===== src/rtl/vc_ctrl_nway_pkg.sv =====
// Shared types for the N-way victim-cache controller: FSM state encoding
// and width helpers derived from the entry count and address geometry.
// No ports; imported by vc_ctrl_nway and vc_lru_ages.
package lc3b_types;

  typedef enum logic [3:0] {
    IDLE      = 4'd0,
    LOOKUP    = 4'd1,
    HIT_XFER  = 4'd2,
    READ_THRU = 4'd3,
    INS_CHK   = 4'd4,
    WB        = 4'd5,
    INSERT    = 4'd6,
    RESP      = 4'd7,
    FL_SCAN   = 4'd8,
    FL_WB     = 4'd9,
    FL_DONE   = 4'd10
  } vc_state_t;

  // Index width for an entry count (entry count is a power of two, >= 2).
  function automatic int vc_idx_w(input int num_entries);
    return $clog2(num_entries);
  endfunction

  // Tag width: address bits above the line offset.
  function automatic int vc_tag_w(input int addr_width, input int offset_bits);
    return addr_width - offset_bits;
  endfunction

  // Widths for the default 4-entry, 16-bit address, 16-byte line geometry.
  localparam int VC_IDX_W = vc_idx_w(4);
  localparam int VC_TAG_W = vc_tag_w(16, 4);

endpackage


===== src/rtl/vc_lru_ages.sv =====
// Per-entry age array for true-LRU replacement; age 0 = most recent.
// Latency: touch takes effect on the next clock; lru_idx is combinational.
// Ports: clk/rst, touch + touch_idx (mark entry most recent), lru_idx (age N-1).
module vc_lru_ages
  import lc3b_types::*;
#(
  parameter int NUM_ENTRIES = 4
) (
  input  logic                           clk,
  input  logic                           rst,
  input  logic                           touch,
  input  logic [$clog2(NUM_ENTRIES)-1:0] touch_idx,
  output logic [$clog2(NUM_ENTRIES)-1:0] lru_idx
);

  localparam int IDX_W = vc_idx_w(NUM_ENTRIES);

  logic [IDX_W-1:0] age [NUM_ENTRIES];
  logic [IDX_W-1:0] old_age;

  assign old_age = age[touch_idx];

  // Touched entry becomes 0; entries younger than it age by one. Entries
  // older than it keep their age, so the set remains a permutation.
  always_ff @(posedge clk or posedge rst) begin
    if (rst) begin
      for (int i = 0; i < NUM_ENTRIES; i++) begin
        age[i] <= IDX_W'(i);
      end
    end else if (touch) begin
      for (int i = 0; i < NUM_ENTRIES; i++) begin
        if (IDX_W'(i) == touch_idx) begin
          age[i] <= '0;
        end else if (age[i] < old_age) begin
          age[i] <= age[i] + 1'b1;
        end
      end
    end
  end

  always_comb begin
    lru_idx = '0;
    for (int i = 0; i < NUM_ENTRIES; i++) begin
      if (age[i] == IDX_W'(NUM_ENTRIES - 1)) begin
        lru_idx = IDX_W'(i);
      end
    end
  end

endmodule


===== src/rtl/vc_ctrl_nway.sv =====
// Fully-associative N-entry victim cache controller between L2 and memory:
// owns tag/valid/dirty/LRU, steers an external data RAM by index, and
// handles fetch (hit/miss), victim insert with write-back, and flush.
// Latency: fetch hit -> l2_resp 3 cycles after accept; clean insert -> 4.
// Backpressure: L2 holds requests until l2_resp; pmem strobes held until pmem_resp.
// Ports: l2_* request/response, dram_idx/dram_we RAM steering, rdata_sel
// data mux, flush/flush_done, busy, pmem_* memory handshake.
module vc_ctrl_nway
  import lc3b_types::*;
#(
  parameter int NUM_ENTRIES = 4,
  parameter int ADDR_WIDTH  = 16,
  parameter int OFFSET_BITS = 4
) (
  input  logic                           clk,
  input  logic                           reset,
  input  logic                           l2_read,
  input  logic                           l2_write,
  input  logic [ADDR_WIDTH-1:0]          l2_addr,
  input  logic [ADDR_WIDTH-1:0]          l2_victim_addr,
  input  logic                           l2_victim_dirty,
  output logic                           l2_resp,
  output logic                           l2_hit,
  output logic                           l2_rdirty,
  output logic                           rdata_sel,
  output logic [$clog2(NUM_ENTRIES)-1:0] dram_idx,
  output logic                           dram_we,
  input  logic                           flush,
  output logic                           flush_done,
  output logic                           busy,
  output logic                           pmem_read,
  output logic                           pmem_write,
  output logic [ADDR_WIDTH-1:0]          pmem_addr,
  input  logic                           pmem_resp
);

  localparam int IDX_W = vc_idx_w(NUM_ENTRIES);
  localparam int TAG_W = vc_tag_w(ADDR_WIDTH, OFFSET_BITS);
  localparam logic [IDX_W-1:0] LAST_IDX = IDX_W'(NUM_ENTRIES - 1);

  vc_state_t state;

  // Registered request
  logic             req_read;
  logic             req_write;
  logic [TAG_W-1:0] req_tag;
  logic [TAG_W-1:0] vic_tag;
  logic             vic_dirty;

  // Entry state
  logic [TAG_W-1:0]       tag_mem [NUM_ENTRIES];
  logic [NUM_ENTRIES-1:0] valid;
  logic [NUM_ENTRIES-1:0] dirty;

  logic [IDX_W-1:0] hit_idx_q;
  logic [IDX_W-1:0] target_q;
  logic [IDX_W-1:0] ptr;
  logic             l2_hit_q;
  logic             l2_rdirty_q;

  // Lookup results
  logic             hit;
  logic [IDX_W-1:0] hit_idx;
  logic             dup;
  logic [IDX_W-1:0] dup_idx;
  logic             inv_any;
  logic [IDX_W-1:0] inv_idx;
  logic [IDX_W-1:0] ins_target;
  logic [IDX_W-1:0] lru_idx;
  logic             lru_touch;

  logic unused_offset_bits;
  assign unused_offset_bits = ^{l2_addr[OFFSET_BITS-1:0], l2_victim_addr[OFFSET_BITS-1:0]};

  // Descending scan so the lowest matching index wins each encoder.
  always_comb begin
    hit     = 1'b0;
    hit_idx = '0;
    dup     = 1'b0;
    dup_idx = '0;
    inv_any = 1'b0;
    inv_idx = '0;
    for (int i = NUM_ENTRIES - 1; i >= 0; i--) begin
      if (valid[i] && (tag_mem[i] == req_tag)) begin
        hit     = 1'b1;
        hit_idx = IDX_W'(i);
      end
      if (valid[i] && (tag_mem[i] == vic_tag)) begin
        dup     = 1'b1;
        dup_idx = IDX_W'(i);
      end
      if (!valid[i]) begin
        inv_any = 1'b1;
        inv_idx = IDX_W'(i);
      end
    end
  end

  // A line already present is overwritten in place so the VC never holds
  // two copies of the same tag.
  always_comb begin
    if (dup) begin
      ins_target = dup_idx;
    end else if (inv_any) begin
      ins_target = inv_idx;
    end else begin
      ins_target = lru_idx;
    end
  end

  assign lru_touch = (state == INSERT);

  vc_lru_ages #(
    .NUM_ENTRIES(NUM_ENTRIES)
  ) u_lru (
    .clk      (clk),
    .rst      (reset),
    .touch    (lru_touch),
    .touch_idx(target_q),
    .lru_idx  (lru_idx)
  );

  always_ff @(posedge clk or posedge reset) begin
    if (reset) begin
      state       <= IDLE;
      req_read    <= 1'b0;
      req_write   <= 1'b0;
      req_tag     <= '0;
      vic_tag     <= '0;
      vic_dirty   <= 1'b0;
      valid       <= '0;
      dirty       <= '0;
      hit_idx_q   <= '0;
      target_q    <= '0;
      ptr         <= '0;
      l2_hit_q    <= 1'b0;
      l2_rdirty_q <= 1'b0;
      for (int i = 0; i < NUM_ENTRIES; i++) begin
        tag_mem[i] <= '0;
      end
    end else begin
      case (state)
        IDLE: begin
          if (l2_read || l2_write) begin
            req_read    <= l2_read;
            req_write   <= l2_write;
            req_tag     <= l2_addr[ADDR_WIDTH-1:OFFSET_BITS];
            vic_tag     <= l2_victim_addr[ADDR_WIDTH-1:OFFSET_BITS];
            vic_dirty   <= l2_victim_dirty;
            l2_hit_q    <= 1'b0;
            l2_rdirty_q <= 1'b0;
            state       <= LOOKUP;
          end else if (flush) begin
            ptr   <= '0;
            state <= FL_SCAN;
          end
        end
        LOOKUP: begin
          if (req_read && hit) begin
            hit_idx_q <= hit_idx;
            state     <= HIT_XFER;
          end else if (req_read) begin
            state <= READ_THRU;
          end else begin
            state <= INS_CHK;
          end
        end
        HIT_XFER: begin
          l2_hit_q    <= 1'b1;
          l2_rdirty_q <= dirty[hit_idx_q];
          if (req_write) begin
            // Swap: the victim lands in the slot just vacated by the hit line.
            target_q <= hit_idx_q;
            state    <= INSERT;
          end else begin
            // Exclusive with L2: the line now lives only in L2.
            valid[hit_idx_q] <= 1'b0;
            dirty[hit_idx_q] <= 1'b0;
            state            <= RESP;
          end
        end
        READ_THRU: begin
          if (pmem_resp) begin
            l2_hit_q    <= 1'b0;
            l2_rdirty_q <= 1'b0;
            state       <= req_write ? INS_CHK : RESP;
          end
        end
        INS_CHK: begin
          target_q <= ins_target;
          state    <= (valid[ins_target] && dirty[ins_target]) ? WB : INSERT;
        end
        WB: begin
          if (pmem_resp) begin
            state <= INSERT;
          end
        end
        INSERT: begin
          tag_mem[target_q] <= vic_tag;
          valid[target_q]   <= 1'b1;
          dirty[target_q]   <= vic_dirty;
          state             <= RESP;
        end
        RESP: begin
          state <= IDLE;
        end
        FL_SCAN: begin
          if (valid[ptr] && dirty[ptr]) begin
            state <= FL_WB;
          end else if (ptr == LAST_IDX) begin
            state <= FL_DONE;
          end else begin
            ptr <= ptr + 1'b1;
          end
        end
        FL_WB: begin
          if (pmem_resp) begin
            dirty[ptr] <= 1'b0;
            if (ptr == LAST_IDX) begin
              state <= FL_DONE;
            end else begin
              ptr   <= ptr + 1'b1;
              state <= FL_SCAN;
            end
          end
        end
        FL_DONE: begin
          state <= IDLE;
        end
        default: begin
          state <= IDLE;
        end
      endcase
    end
  end

  // Moore outputs: decoded from state and registered indices only.
  assign l2_resp    = (state == RESP);
  assign l2_hit     = l2_hit_q;
  assign l2_rdirty  = l2_rdirty_q;
  assign rdata_sel  = (state == HIT_XFER);
  assign dram_we    = (state == INSERT);
  assign flush_done = (state == FL_DONE);
  assign busy       = (state != IDLE);
  assign pmem_read  = (state == READ_THRU);
  assign pmem_write = (state == WB) || (state == FL_WB);

  always_comb begin
    case (state)
      HIT_XFER:   dram_idx = hit_idx_q;
      WB, INSERT: dram_idx = target_q;
      FL_WB:      dram_idx = ptr;
      default:    dram_idx = '0;
    endcase
  end

  always_comb begin
    case (state)
      READ_THRU: pmem_addr = {req_tag, {OFFSET_BITS{1'b0}}};
      WB:        pmem_addr = {tag_mem[target_q], {OFFSET_BITS{1'b0}}};
      FL_WB:     pmem_addr = {tag_mem[ptr], {OFFSET_BITS{1'b0}}};
      default:   pmem_addr = '0;
    endcase
  end

endmodule


===== config.mk =====
export PLATFORM = sky130hd
export DESIGN_NAME = vc_ctrl_nway
export DESIGN_NICKNAME = d
export VERILOG_FILES = /design/src/rtl/vc_ctrl_nway_pkg.sv /design/src/rtl/vc_lru_ages.sv /design/src/rtl/vc_ctrl_nway.sv
export SDC_FILE = /design/constraint.sdc
export NUM_CORES = 1
export LEC_CHECK = 0
export CAP_MARGIN = 20
export CORE_ASPECT_RATIO = 1.1
export CORE_MARGIN = 2
export CORE_UTILIZATION = 60
export CTS_BUF_LIST = sky130_fd_sc_hd__clkbuf_8
export DETAILED_ROUTE_END_ITERATION = 6
export DONT_BUFFER_PORTS = 1
export HOLD_SLACK_MARGIN = 0.15
export PLACE_DENSITY = 0.8
export REMOVE_ABC_BUFFERS = 1
export SLEW_MARGIN = 5
export SYNTH_ARGS = -nofsm -noshare
export SYNTH_HDL_FRONTEND = slang
export SYNTH_HIERARCHICAL = 1
export SYNTH_SLANG_ARGS = --single-unit

===== constraint.sdc =====
create_clock -name clk -period 3 [get_ports clk]
set_input_delay 0.6 -clock clk [delete_from_list [all_inputs] [get_ports clk]]
set_output_delay 0.6 -clock clk [all_outputs]
set_load 0.005 [all_outputs]

==> summary.md <==
| Metric | Value |
|---|---|
| Status | `finished with violations` |
| Failing checks | `design-rule violations` |
| Simple-Gate Fraction of Synth Area | `0.128` |
| Net switching fraction of the power | `0.443` |
| Tightest Pin Transition | `0.820 ns` |
| Clk_lat worst skew | `0.38 ns` |
| PwrDens | `1120 nW/µm²` |
| Worst R2R Start | `state[0]` |
| Worst vdd ir | `0.000730 V` |
| Hold crit path type | `in -> async` |
| FP Rows | `41` |
| Clock root buffer | `clkbuf_8` |
| Post-DRT Antenna Nets | `0` |
| Worst Path Max Fanout | `19` |
| Initial core utilization | `0.619` |
| P_sw | `3.69 mW` |
| Router iterations before antenna repair | `7` |
| Netlist cell types | `71` |
| First-pass GRT wire length | `29.2 mm` |
| R2r endpoint | `vic_tag[0]` |
| Fin. Hold Viols | `0` |
| Antenna diodes | `0` |
| Iteration-0 DRC Markers | `679` |
| H-tree depth | `3` |
| Most common cell in the netlist | `dfrtp_1` |
| R2R cell count | `5` |
| All-layer global routing usage | `0.298` |
| Post-synth EDFFs | `0` |
| Synth cell count leaders | `dfrtp_1, xnor2_1, mux2_2` |
| Internal Power | `4.63 mW` |
| Yosys top cell area share | `0.347` |
| Clock network fraction of design power | `0.115` |
| Mux contribution to synthesized area | `0.218` |
| Comb pwr share | `0.496` |
| Kind of critical path | `reg -> out` |
| Setup violators final | `0` |
| Synth Cell Area | `7150 µm²` |
| Initial antenna violation count | `0` |
| I/O Pins | `66` |
| Resized cells post-CTS | `0` |
| Critical path data required time | `2.40 ns` |
| Via density | `6.65` |
| Die width | `108 µm` |
| Synth warn | `6` |
| Final worst path period need | `2.76 ns` |
| Setup TNS | `0 ns` |
| Main combinational cell family by area after synthesis | `multiplexers` |
| P_leak | `2.94 nW` |
| Input/output buffers | `0` |
| Drc violations | `6` |
| RSZ-0062 raised after global routing | `no` |
| Synth area leaders | `dfrtp_1, mux2_2, xnor2_1` |
| Ys async rst share | `1.00` |
| Avg Cell Area, Syn | `10.6 µm²` |
| Worst setup EP type | `output port` |
| Hold_buf cts | `1` |
| Tot Pwr | `8.32 mW` |
| Flops & latches, synth | `103` |
| Seq/Total Area, Yosys | `0.361` |
| Area Overhead vs Synth | `3.90%` |
| Ys flop type | `dfrtp_1` |
| CTS tree | `done` |
| WL final | `18.2 mm` |
| Setup bufs post-CTS | `0` |
| Worst Skew | `0.0132 ns` |
| Layout cells sized above 1 | `0.228` |
| Die Y-Extent | `118 µm` |
| Fin crit share | `0.922` |
| Seq pwr share | `0.389` |
| Post-Synth XOR/XNOR Area | `0.118` |
| GRT Residual Overflow | `0` |
| Pins over their slew limit | `0` |
| Placed cell area | `7210 µm²` |
| Largest net degree at the start of global routing | `52` |
| Post-Synthesis Cells | `673` |
| Compound-gate portion of the synthesized area | `0.0984` |
| Core area | `11500 µm²` |
| Total vias in the final route | `5337` |
| Critical path data arrival time | `2.16 ns` |
| CP startpoint kind | `register` |
| Final Cell Area | `7430 µm²` |
| Yosys top cell by area | `dfrtp_1` |
| Clock Sinks | `103` |
| Final core utilization | `0.643` |
| Avg WL per Cell | `22.6 µm` |
| Placer Congestion | `0.977` |
| DPL Wire Length | `13.4 mm` |
| Vias in the first global route | `5436` |
| Max Clock Freq | `0.362 GHz` |
| Max Cap Viol | `0` |
| Num CTS Buffers | `9` |
| Flop2flop setup slack | `0.51 ns` |
| Clock-pin slew on the worst setup and hold paths | `0.10 ns` |
| Max_slew headroom | `0.448` |
| CTS Buffer Depth | `2` |
| Adder-cell share of the synthesized area | `0.0193` |
| Die area | `12800 µm²` |
| Final net count | `699` |
[sequential cells by signal, indices dropped and copies added (netlist names)]
name	flops
state	4
hit_idx_q	2
vic_tag	12
tag_mem	48
vic_dirty	1
l2_rdirty	1
req_tag	12
l2_hit	1
dirty	4
ptr	2
valid	4
u_lru/age	8
target_q	2
req_read	1
req_write	1
[routing by layer]
metal / global-route usage / share of wire / up-vias
met2: 0.471 / 0.48 / 223
met1: 0.407 / 0.42 / 2683
li1: - / - / 2381
met5: 0 / 0 / -
met4: 0.115 / 0.034 / 0
met3: 0.0574 / 0.069 / 50
[worst max-delay path: stages, from the launching register on]
cell and delay, ns:
dfrtp_1 0.71, nand2b_1 0.25, nor2_1 0.09, buf_4 0.20
a222oi_1 0.44, inv_1 0.10
[through the flow]
step	instances	worst slack, ns	hold WS [ns]
6_report	803	0.235	0.180
5_1_grt	803	0.137	0.224
4_1_cts	803	0.261	0.203
3_5_place_dp	787	0.575	0.466
3_3_place_gp	787	0.668	0.464
2_1_floorplan	617	-0.0770	0.413
[placed cells by master, fill, tap and decap left out, types with 5 or more instances in the layout]
master / synthesis / layout
nand2b_1: 8 / 8
dfrtp_1: 99 / 99
nand2_1: 60 / 60
a32oi_1: 5 / 5
xor2_1: 11 / 11
inv_1: 20 / 20
a21oi_1: 19 / 19
nor2b_1: 7 / 7
nand4_1: 18 / 18
a22oi_1: 13 / 13
nor3b_1: 6 / 6
clkbuf_8: 0 / 9
buf_4: 8 / 18
o21ai_0: 16 / 16
nor4_1: 9 / 9
nor2_1: 19 / 19
mux2_2: 69 / 69
xnor2_1: 85 / 85
mux2_1: 5 / 5
mux2i_1: 10 / 10
mux4_2: 26 / 26
nor3_1: 10 / 9
nand3_1: 12 / 12
ha_1: 11 / 11
[power by group through the flow]
stage,Sequential (mW),Combinational (mW),Clock [mW]
finish,3.23,4.13,0.956
global route,3.35,4.45,1.03
CTS,3.20,4.10,0.966
detailed placement,3.22,4.07,0
global placement,3.13,3.98,0
floorplan,2.94,3.06,0
[cell type report]
type	instances	area, µm²
multi-input combinational	492	4180
timing repair buffer	21	185
clock buffer	9	124
sequential	103	2580
fill	919	4120
tap	150	188
inverter	22	85.1
clock inverter	6	86.3
[worst max path at each step]
stage / from / endpoint / slack [ns]
after floorplan: reset / dirty[0] / -0.08
after global placement: vic_tag[10] / state[0] / 0.67
after detailed placement: state[0] / req_tag[10] / 0.58
after CTS: ptr[1] / pmem_addr[14] / 0.26
after global routing: state[2] / dram_idx[0] / 0.14
final: state[2] / dram_idx[0] / 0.24
[cells by family after synthesis]
logic type / Yosys count
simple gates: 172
mux: 112
flops: 103
compound gates: 97
xor+xnor: 96
buf+inv: 81
fa+ha+maj: 11
other cells: 1
Power figures use the tool's default switching activity.
